$ cat config.mk
export PLATFORM = sky130hd
export DESIGN_NAME = burst_load
export DESIGN_NICKNAME = d
export VERILOG_FILES = /design/src/rtl/burst_load.sv
export SDC_FILE = /design/constraint.sdc
export NUM_CORES = 1
export LEC_CHECK = 0
export ABC_AREA = 1
export BUFFER_PORTS_ARGS = -buffer_cell sky130_fd_sc_hd__buf_2
export CAP_MARGIN = 20
export CORE_ASPECT_RATIO = 1.4
export CORE_MARGIN = 3
export CORE_UTILIZATION = 45
export CTS_CLUSTER_DIAMETER = 50
export DETAILED_ROUTE_END_ITERATION = 7
export GPL_ROUTABILITY_DRIVEN = 0
export PLACE_DENSITY = 0.75
export SLEW_MARGIN = 20
export SYNTH_ARGS = -nofsm -noshare
export SYNTH_HDL_FRONTEND = slang
export SYNTH_SLANG_ARGS = --single-unit
$ cat constraint.sdc
create_clock -name clk -period 9.5 [get_ports clk]
set_clock_uncertainty 0.15 [all_clocks]
set_input_delay 2.85 -clock clk [delete_from_list [all_inputs] [get_ports clk]]
set_output_delay 2.85 -clock clk [all_outputs]
set_load 0.05 [all_outputs]
$ cat src/rtl/burst_load.sv
// Burst loader: for each enabled SMC slice, issue one AXI read burst at an
// interleaved address and stream the returned beats into the UR write port.
module burst_load #(
  parameter int SMC_COUNT     = 6,
  parameter int UR_BYTE_CNT   = 16,
  parameter int ADDR_WIDTH    = 32,
  parameter int DATA_WIDTH    = 128,
  parameter int INTLV_STEP    = 64,
  parameter int BURST_WIDTH   = 8,
  parameter int UR_ADDR_WIDTH = 11,
  parameter int UR_ID_WIDTH   = 3,
  localparam int SEL_W        = (SMC_COUNT > 1) ? $clog2(SMC_COUNT) : 1
) (
  input  logic                     clk,
  input  logic                     rst,
  input  logic                     ldb_u_valid,
  output logic                     ldb_u_ready,
  input  logic [SMC_COUNT-1:0]     ldb_u_smc_strb,
  input  logic [3:0]               ldb_u_byte_strb,
  input  logic [BURST_WIDTH-1:0]   ldb_u_brst,
  input  logic [ADDR_WIDTH-1:0]    ldb_u_gr_base_addr,
  input  logic [UR_ID_WIDTH-1:0]   ldb_u_ur_id,
  input  logic [UR_ADDR_WIDTH-1:0] ldb_u_ur_addr,
  output logic                     ur_we,
  output logic [SEL_W-1:0]         ur_smc_sel,
  output logic [UR_ID_WIDTH-1:0]   ur_id,
  output logic [UR_ADDR_WIDTH-1:0] ur_addr,
  output logic [DATA_WIDTH-1:0]    ur_wdata,
  output logic [UR_BYTE_CNT-1:0]   ur_wstrb,
  output logic                     axi_arvalid,
  output logic [ADDR_WIDTH-1:0]    axi_araddr,
  output logic [BURST_WIDTH-1:0]   axi_arlen,
  input  logic                     axi_arready,
  input  logic                     axi_rvalid,
  input  logic [DATA_WIDTH-1:0]    axi_rdata,
  input  logic [1:0]               axi_rresp,
  input  logic                     axi_rlast,
  output logic                     axi_rready,
  output logic                     ldb_d_valid,
  output logic                     ldb_d_done,
  output logic                     ldb_d_err
);
  localparam int IDX_W = $clog2(SMC_COUNT + 1);

  typedef enum logic [2:0] {IDLE, SCAN, ARREQ, RDATA, DONE} state_t;
  state_t state_q, state_d;

  logic [SMC_COUNT-1:0]     smc_strb_q, smc_strb_d;
  logic [3:0]               byte_strb_q, byte_strb_d;
  logic [BURST_WIDTH-1:0]   brst_q, brst_d;
  logic [ADDR_WIDTH-1:0]    base_q, base_d;
  logic [UR_ID_WIDTH-1:0]   id_q, id_d;
  logic [UR_ADDR_WIDTH-1:0] uaddr_q, uaddr_d;
  logic [IDX_W-1:0]         idx_q, idx_d;
  logic [BURST_WIDTH-1:0]   beat_q, beat_d;
  logic                     err_q, err_d;
  logic                     ready_q, ready_d;
  logic                     ur_we_q, ur_we_d;
  logic [SEL_W-1:0]         ur_sel_q, ur_sel_d;
  logic [UR_ID_WIDTH-1:0]   ur_id_q, ur_id_d;
  logic [UR_ADDR_WIDTH-1:0] ur_addr_q, ur_addr_d;
  logic [DATA_WIDTH-1:0]    ur_wdata_q, ur_wdata_d;
  logic [UR_BYTE_CNT-1:0]   ur_wstrb_q, ur_wstrb_d;

  logic                   accept, smc_en, scan_end, last_beat, beat_fire;
  logic [UR_BYTE_CNT-1:0] last_strb;

  assign accept    = ldb_u_valid & ready_q;
  assign scan_end  = (brst_q == '0) || (idx_q >= IDX_W'(SMC_COUNT));
  assign last_beat = (beat_q == brst_q - BURST_WIDTH'(1));
  assign beat_fire = axi_rvalid & axi_rready;

  // An all-zero mask means every slice is enabled.
  always_comb begin
    smc_en = (smc_strb_q == '0);
    for (int i = 0; i < SMC_COUNT; i++)
      if (idx_q == IDX_W'(i) && smc_strb_q[i]) smc_en = 1'b1;
    for (int i = 0; i < UR_BYTE_CNT; i++)
      last_strb[i] = (byte_strb_q == 4'd0) || (i < int'(byte_strb_q));
  end

  always_ff @(posedge clk or posedge rst) begin
    if (rst) state_q <= IDLE;
    else     state_q <= state_d;
  end

  always_comb begin
    state_d = state_q;
    case (state_q)
      IDLE:    if (accept) state_d = SCAN;
      SCAN:    if (scan_end) state_d = DONE;
               else if (smc_en) state_d = ARREQ;
      ARREQ:   if (axi_arready) state_d = RDATA;
      RDATA:   if (beat_fire && last_beat) state_d = SCAN;
      DONE:    state_d = IDLE;
      default: state_d = IDLE;
    endcase
  end

  always_comb begin
    smc_strb_d  = smc_strb_q;
    byte_strb_d = byte_strb_q;
    brst_d      = brst_q;
    base_d      = base_q;
    id_d        = id_q;
    uaddr_d     = uaddr_q;
    idx_d       = idx_q;
    beat_d      = beat_q;
    err_d       = err_q;
    ready_d     = (state_d == IDLE);
    ur_we_d     = 1'b0;
    ur_sel_d    = ur_sel_q;
    ur_id_d     = ur_id_q;
    ur_addr_d   = ur_addr_q;
    ur_wdata_d  = ur_wdata_q;
    ur_wstrb_d  = ur_wstrb_q;
    case (state_q)
      IDLE: if (accept) begin
        smc_strb_d  = ldb_u_smc_strb;
        byte_strb_d = ldb_u_byte_strb;
        brst_d      = ldb_u_brst;
        base_d      = ldb_u_gr_base_addr;
        id_d        = ldb_u_ur_id;
        uaddr_d     = ldb_u_ur_addr;
        idx_d       = '0;
        beat_d      = '0;
        err_d       = 1'b0;
      end
      SCAN:  if (!scan_end && !smc_en) idx_d = idx_q + IDX_W'(1);
      ARREQ: if (axi_arready) beat_d = '0;
      RDATA: if (beat_fire) begin
        beat_d     = beat_q + BURST_WIDTH'(1);
        // rlast is only cross-checked; the beat count alone ends the burst.
        err_d      = err_q | (axi_rresp != 2'b00) | (axi_rlast != last_beat);
        ur_we_d    = 1'b1;
        ur_sel_d   = SEL_W'(idx_q);
        ur_id_d    = id_q;
        ur_addr_d  = uaddr_q + UR_ADDR_WIDTH'(beat_q);
        ur_wdata_d = axi_rdata;
        ur_wstrb_d = last_beat ? last_strb : '1;
        if (last_beat) idx_d = idx_q + IDX_W'(1);
      end
      default: ;
    endcase
  end

  always_ff @(posedge clk or posedge rst) begin
    if (rst) begin
      smc_strb_q  <= '0;
      byte_strb_q <= '0;
      brst_q      <= '0;
      base_q      <= '0;
      id_q        <= '0;
      uaddr_q     <= '0;
      idx_q       <= '0;
      beat_q      <= '0;
      err_q       <= 1'b0;
      ready_q     <= 1'b0;
      ur_we_q     <= 1'b0;
      ur_sel_q    <= '0;
      ur_id_q     <= '0;
      ur_addr_q   <= '0;
      ur_wdata_q  <= '0;
      ur_wstrb_q  <= '0;
    end else begin
      smc_strb_q  <= smc_strb_d;
      byte_strb_q <= byte_strb_d;
      brst_q      <= brst_d;
      base_q      <= base_d;
      id_q        <= id_d;
      uaddr_q     <= uaddr_d;
      idx_q       <= idx_d;
      beat_q      <= beat_d;
      err_q       <= err_d;
      ready_q     <= ready_d;
      ur_we_q     <= ur_we_d;
      ur_sel_q    <= ur_sel_d;
      ur_id_q     <= ur_id_d;
      ur_addr_q   <= ur_addr_d;
      ur_wdata_q  <= ur_wdata_d;
      ur_wstrb_q  <= ur_wstrb_d;
    end
  end

  // Address channel is zeroed outside ARREQ so reset leaves every output at 0.
  always_comb begin
    ldb_u_ready = ready_q;
    axi_arvalid = (state_q == ARREQ);
    axi_araddr  = '0;
    axi_arlen   = '0;
    if (axi_arvalid) begin
      axi_araddr = base_q + ADDR_WIDTH'(idx_q) * ADDR_WIDTH'(INTLV_STEP);
      axi_arlen  = brst_q - BURST_WIDTH'(1);
    end
    axi_rready  = (state_q == RDATA);
    ldb_d_valid = (state_q == DONE);
    ldb_d_done  = (state_q == DONE);
    ldb_d_err   = (state_q == DONE) & err_q;
    ur_we       = ur_we_q;
    ur_smc_sel  = ur_sel_q;
    ur_id       = ur_id_q;
    ur_addr     = ur_addr_q;
    ur_wdata    = ur_wdata_q;
    ur_wstrb    = ur_wstrb_q;
  end
endmodule

* Word level (Yosys, flattened, before mapping)
Index checks and enable logic that the tools add are counted.
Word-level totals: output and inout bits 208, bits in registers 242
Cells by class: magnitude comparators 16, bitwise logic cells 5, equality and inequality tests 16, muxes and demuxes 29, reductions and logical operators 41, add/subtract/negate cells 5
Operators with widths (number):
- $add 32x9->32 | 1
- $mux 32 | 1
- $mux 8 | 4
- $lt 4x4->1 const A | 7
- $mux 3 | 9
- $pmux 8 s3 | 1
- $logic_or 1x1->1 | 16
- $lt 3x4->1 const A | 4
- $mux 16 | 1
- $eq 3x2->1 const B | 4
- $pmux 3 s4 | 1
- $add 11x8->11 | 1
- $mux 1 | 10
- $eq 3x3->1 const B | 3
- $logic_not 3->1 | 3
- $pmux 3 s3 | 1
- $add 8x1->8 const B | 1
- $eq 8x8->1 | 1
- $logic_and 1x1->1 | 8
- $logic_not 8->1 | 1
- $lt 1x4->1 const A | 2
- $lt 2x4->1 const A | 2
- $sub 8x1->8 const B | 1
- $eq 3x1->1 const B | 2
- other kinds (17) | 27

* Longest topological paths before layout
Gate-level depths: netlist (run 1).
depth after elaboration 12, depth in mapped cells 15, depth with buffers taken out 15

* Worst setup path before layout (run 1)
No wires, ideal clock.
path type flip-flop to output port, from register idx_q[0], to output port axi_araddr[20], path slack 3.912 ns, required time 6.500 ns, cell stages (with the launch flop) 10, arrival 2.588 ns, cell sequence dfrtp_1 > ha_1 > fa_1 > nand3_1 > nand2_1 > nand2_2 > nor2_4 > nand2_2 > nor3_2 > nor3_1
Between the ends: longest elaborated chain between the ends 2
RTL lines:
- start, declared | RTL line 54 | logic [IDX_W-1:0] idx_q, idx_d;
- start signal, assigned | RTL line 172 | idx_q <= idx_d;
- $add 32x9->32 | RTL line 192 | axi_araddr = base_q + ADDR_WIDTH'(idx_q) * ADDR_WIDTH'(INTLV_STEP);
- $mux 32 | RTL line 191 | if (axi_arvalid) begin
- end, declared | RTL line 31 | output logic [ADDR_WIDTH-1:0] axi_araddr,
Every way passes these cells.

* Worst setup path in the final report (run 1)
from register idx_q[0], to output port axi_araddr[24]
The elaborated chain is that of the path after synthesis.

==> flow_summary_export.csv, run 1 <==
group,metric,value,unit
final_layout,fin_cells,2109,
placement,pre_cts_slack,3740,ps
grt,grt_max_degree,168,
drt,drt-initial-drc-count,636,
drt,drc,0,
timing,slew_viol_final,0,
critical_path,crit_type,"reg2out",
pwr,clkPwrFrac,0.180,
critical_path,crit_arrival,2870,ps
final_layout,layout-drive-gt1-share,0.279,
final_layout,areaGrowthSynthToFinish,28.1,%
logic_synthesis,ys_async_sr_fraction,1.00,
clock_tree,cts_setup_buffers,0,
logic_synthesis,syn_avg_cell_area,8.05,sq um
critical_path,crit_path_end_kind,"primary output",
floorplan,initial_core_util,0.462,
final_layout,diodes,0,
drt,dr.pass1.iters,5,
final_layout,nNetsFinal,1999,
clock_tree,numCtsBuffers,26,
logic_synthesis,yosys_most_used_dff,"dfrtp_1",
pwr,seqPwrFrac,0.298,
timing,setup-tns-final,0,ps
critical_path,cp.required,6500,ps
timing,hold-worst-slack,316,ps
timing,period_needed,5870,ps
floorplan,placementRows,67,
critical_path,worst_r2r_path_depth,13,
placement,placed_cells,2061,
grt,grt_overflow_total,0,
timing,rsz0062_at_grt,"false",
timing,timing.final.ws_setup,3630,ps
grt,grt_pass1_vias,10200,
grt,antenna_found_initial,2,
pwr,combPwrFrac,0.522,
drt,vias,10500,
critical_path,cp-start-kind,"flip-flop",
grt,grt_pass1_wl,53200,um
pwr,switching_power,3040,uW
floorplan,die_x,139,um
drt,finalWirelength,34000,um
clock_tree,htree_num_levels,1,
timing,max_freq,170,MHz
clock_tree,path_clk_slew,60,ps
pwr,irDropWorstVdd,283,uV
floorplan,ios,408,
clock_tree,cts_tree,"done",
logic_synthesis,synth_common_cells,"682 x nand2_1, 242 x dfrtp_1, 77 x inv_1",
floorplan,die-area,0.0268,sq mm
timing,slew_headroom,0.315,
logic_synthesis,yosys_register_bits,242,
logic_synthesis,seq_area_frac_synth,0.541,
clock_tree,cts_hold_buf,0,
logic_synthesis,synth_top_area_cell,"dfrtp_1",
logic_synthesis,synth.area.top_cells,"dfrtp_1 54%, nand2_1 23%, o21ai_0 2.6%, inv_1 2.6%, nand3_1 2.2%",
logic_synthesis,synth_top_cell_area_share,0.541,
drt,viasPerCell,5.00,
clock_tree,clk_latency,540,ps
outcome,status,"finished clean",
pwr,p_int,2680,uW
logic_synthesis,synthCells,1390,
logic_synthesis,synth_most_common_cell,"nand2_1",
clock_tree,cts_num_sinks,242,
logic_synthesis,synth_enable_flop_cells,0,
pwr,power.density,399,mW/mm^2
timing,period_share,0.618,
critical_path,critPathMaxFanout,6,
floorplan,fp.dieH,193,um
pwr,swShare,0.531,
logic_synthesis,synthesis.nets,1610,
drt,wl_per_cell,16.1,um
floorplan,core,0.0242,sq mm
timing,hold_viol,0,
timing,tightest_slew,1030,ps
clock_tree,cts_root_buf,"clkbuf_16",
drt,ant_nets,0,
timing,finalSetupViolCount,0,
min_path,hold_path_class,"reg2reg",
logic_synthesis,yosys_warnings,0,
placement,numPortBuffers,407,
pwr,p_total,5720,uW
grt,grt_use_total,0.244,
min_path,hold_path_depth,2,
clock_tree,cts_buffer_depth,3,
placement,dpl.hpwl,24900,um
pwr,power.leakage,0.00810,uW
logic_synthesis,synthDistinctLibCells,47,
clock_tree,cts_resized,0,
logic_synthesis,synth.cell_area,0.0112,sq mm
job,drv_cap,0,
==> state kept, by name, indices dropped and copies added, names as in the netlist, 4 cells and up <==
signal       flops
base_q          32
ur_addr         11
ur_wdata       128
beat_q           8
ur_wstrb        16
byte_strb_q      4
uaddr_q         11
brst_q           8
smc_strb_q       6
==> worst paths after layout <==
kind | start | end | slack [ps]
setup / recovery | idx_q[0] | axi_araddr[24] | 3630
hold / removal | ur_wdata[102] | ur_wdata[102] | 320
setup reg to reg | state_q[2] | ur_wstrb[8] | 6150
hold reg to reg | ur_wdata[102] | ur_wdata[102] | 320
max in group asynchronous | rst | ur_wdata[20] | 5240
min in group asynchronous | rst | ur_wdata[4] | 2360
==> worst max-delay path: stages (launching register included) <==
cell,delay (ps)
dfrtp_1,430
ha_1,240
fa_1,410
nand3_1,130
nand2_1,150
nand2_2,150
nor2_4,50
nand2_2,100
nor2_2,50
nand4_1,100
o21ai_1,70
a21oi_1,160
buf_2,280
==> logic make-up (layout without fill, tap and decap cells) <==
logic type | Yosys count | in the layout | share of synthesized area
buffers and inverters | 136 | 545 | 0.0497
AOI/OAI and AO/OA | 111 | 111 | 0.0542
and+or+nand+nor | 868 | 868 | 0.321
xor gates and xnor gates | 12 | 12 | 0.00939
adders and majority gates | 20 | 20 | 0.0237
muxes | 1 | 1 | 0.000894
DFF | 242 | 242 | 0.541
==> area by class of cell <==
cell class	count	area [sq um]
Fill cell	2235	9890
Sequential cell	242	6060
Multi-Input combinational cell	1012	4590
Timing Repair Buffer	414	2100
Clock buffer	37	742
Tap cell	310	388
Inverter	83	320
Clock inverter	11	143
==> cell usage in the layout, fill, tap and decap left out, drive strengths merged <==
cell type,count
o21a,2
a21o,1
a22o,1
mux2i,1
o211ai,3
o2111ai,1
a31oi,3
buf,414
o21ai,62
and2,1
clkinvlp,1
a21oi,31
nor3,18
o22ai,2
fa,2
o21bai,1
o31ai,2
a32oi,1
nand3b,2
ha,18
xnor2,3
nand4,12
o2bb2ai,1
nor4,8
nand2,694
bufinv,2
inv,83
nor3b,3
nor2,76
nand3,51
xor2,9
clkbuf,37
or2,3
dfrtp,242
clkinv,8
==> stage by stage <==
step            util  area, sq um
2_1_floorplan      -        11200
6_report       0.592        14300
3_3_place_gp   0.555        13400
4_1_cts        0.592        14300
5_1_grt        0.592        14300
3_5_place_dp   0.555        13400
==> metal layers <==
layer,global-route usage,vias to the layer above,part of all wire
li1,-,5129,-
met1,0.299,4925,0.38
met2,0.424,414,0.50
met3,0.0625,69,0.087
met4,0.0798,4,0.031
met5,0,-,0.00062
==> power by group through the flow <==
stage / clock, uW / sequential [uW] / combinational (uW)
after detailed placement: 0 / 1720 / 3000
after CTS: 1050 / 1710 / 3010
after floorplan: 0 / 2810 / 1110
after global placement: 0 / 1710 / 2960
final: 1030 / 1710 / 2990
after global routing: 1100 / 1760 / 3200
Power figures use the tool's default switching activity.
==> run 2, diff against run 1 <==
==> constraint.sdc (replaced) <==
create_clock -name clk -period 5.2 [get_ports clk]
set_clock_uncertainty 0.15 [all_clocks]
set_input_delay 1.56 -clock clk [delete_from_list [all_inputs] [get_ports clk]]
set_output_delay 1.56 -clock clk [all_outputs]
set_load 0.05 [all_outputs]
==> run 2 against run 1 <==
Combinational power up 83%; sequential power up 82%; wire length down 0.39%; critical path depth unchanged; worst hold slack worse by 2.9 ps; clock-buffer cell count down 2; non-clock buffer count up 3; global-route usage up 0.15 points.
==> flow_summary_export.csv, run 2 (synthesis gave the netlist of run 1 again) <==
group,metric,value,unit
floorplan,initial_core_util,0.462,
clock_tree,cts_setup_buffers,0,
clock_tree,cts_tree,"done",
drt,drt-initial-drc-count,569,
critical_path,crit_slowest_cell,"dfrtp_1",
critical_path,cp-start-kind,"flip-flop",
timing,finalSetupViolCount,0,
drt,viasPerCell,4.91,
drt,ant_nets,0,
clock_tree,path_clk_slew,60,ps
timing,period_needed,4510,ps
clock_tree,clk_latency,510,ps
placement,pre_cts_slack,1220,ps
pwr,power.density,720,mW/mm^2
final_layout,most-common-layout-cells,"682 x nand2_1, 407 x buf_2, 242 x dfrtp_1, 76 x inv_1, 61 x nor2_1",
placement,dpl.hpwl,25400,um
clock_tree,cts_hold_buf,0,
critical_path,critPathMaxStageDelay,440,ps
floorplan,placementRows,67,
floorplan,fp.dieH,193,um
drt,finalWirelength,33800,um
floorplan,die_x,139,um
critical_path,crit_type,"reg2out",
final_layout,nNetsFinal,2000,
min_path,hold_path_class,"reg2reg",
floorplan,core,0.0242,sq mm
grt,grt_overflow_total,0,
timing,slew_viol_final,0,
floorplan,ios,408,
clock_tree,cts_num_sinks,242,
timing,setup-tns-final,0,ps
final_layout,areaGrowthSynthToFinish,27.6,%
pwr,irDropWorstVdd,440,uV
clock_tree,cts_buffer_depth,3,
clock_tree,cts_resized,0,
drt,vias,10400,
grt,antenna_found_initial,1,
final_layout,largest_register_ffs,128,
drt,wl_per_cell,16.0,um
final_layout,final_area,0.0143,sq mm
pwr,power.leakage,0.00807,uW
grt,grt_pass1_wl,53400,um
final_layout,layout-drive-gt1-share,0.279,
timing,rsz0062_at_grt,"false",
critical_path,critPathMaxFanout,6,
drt,dr.pass1.iters,5,
timing,timing.final.ws_setup,693,ps
job,drv_cap,0,
critical_path,timing.critical_path.cells,"ha_1, fa_1, nand3_1, nand2_1, nand2_2, nor2_4, nand2_2, nor2_2, nand4_1, o21ai_1, a21oi_1, buf_2",
grt,grt_max_degree,99,
timing,period_share,0.867,
final_layout,fillers,2179,
grt,grt_use_total,0.246,
final_layout,final_common_cell,"nand2_1",
clock_tree,cts_root_buf,"clkbuf_16",
critical_path,cp_common_cell,"nand2_2",
placement,post_dp_cell_area,0.0135,sq mm
grt,grt_pass1_vias,10300,
drt,drc,0,
timing,max_freq,222,MHz
timing,hold_viol,0,
timing,slew_headroom,0.419,
floorplan,die-area,0.0268,sq mm
clock_tree,htree_num_levels,1,
timing,tightest_slew,871,ps
critical_path,cp.required,3490,ps
clock_tree,numCtsBuffers,24,
critical_path,crit_arrival,2800,ps
placement,numPortBuffers,407,
critical_path,crit_path_end_kind,"primary output",
outcome,status,"finished clean",
run 2: final cells by class:
class                      instances  area [sq um]  area share
sequential                       242          6060       0.424
inverter                          83           318      0.0223
clock inverter                     8          55.1     0.00386
antenna                            2          5.00    0.000350
tap                              310           388      0.0272
timing repair buffer             417          2150       0.151
multi-input combinational       1012          4590       0.321
clock buffer                      35           723      0.0506
run 2: metal layers:
| layer | vias up | routed length [um] | track usage |
|---|---|---|---|
| li1 | 5150 | - | - |
| met1 | 4750 | 13300 | 0.302 |
| met2 | 388 | 16700 | 0.425 |
| met3 | 73 | 2710 | 0.0568 |
| met4 | 2 | 1160 | 0.0896 |
| met5 | - | 7 | 0 |
run 2: final timing paths:
kind                               from             end  slack [ps]  cells past startpoint
max                            idx_q[0]  axi_araddr[24]         690                     12
min                        ur_wdata[98]    ur_wdata[98]         310                      2
max reg2reg                  state_q[2]    ur_wdata[27]        2270                      9
min reg2reg                ur_wdata[98]    ur_wdata[98]         310                      2
max in group asynchronous           rst   ur_wdata[106]        2950                      3
min in group asynchronous           rst        ur_id[2]        1000                      2
run 2: report_power, final:
| group | total (uW) | leakage [uW] | switching (uW) | internal (uW) |
|---|---|---|---|---|
| Sequential | 3110 | 0.00293 | 467 | 2640 |
| Clock | 1690 | 0.000376 | 725 | 967 |
| Combinational | 5480 | 0.00476 | 4310 | 1170 |
| Total | 10300 | 0.00807 | 5500 | 4770 |
run 2: critical path: cells and delay by family (launching register included):
kind            cells  cell delay, ps
compound gates      2             200
fa+ha+maj           2             650
buf+inv             1             270
flops               1             440
simple gates        7             710
run 2: through the flow:
step,instances,hold slack [ps],util,power (uW)
after floorplan,1390,292,-,7170
after global placement,2064,295,0.557,8540
after detailed placement,2064,303,0.557,8630
after CTS,2107,318,0.589,10400
after global routing,2107,332,0.589,10900
final,2109,313,0.589,10300
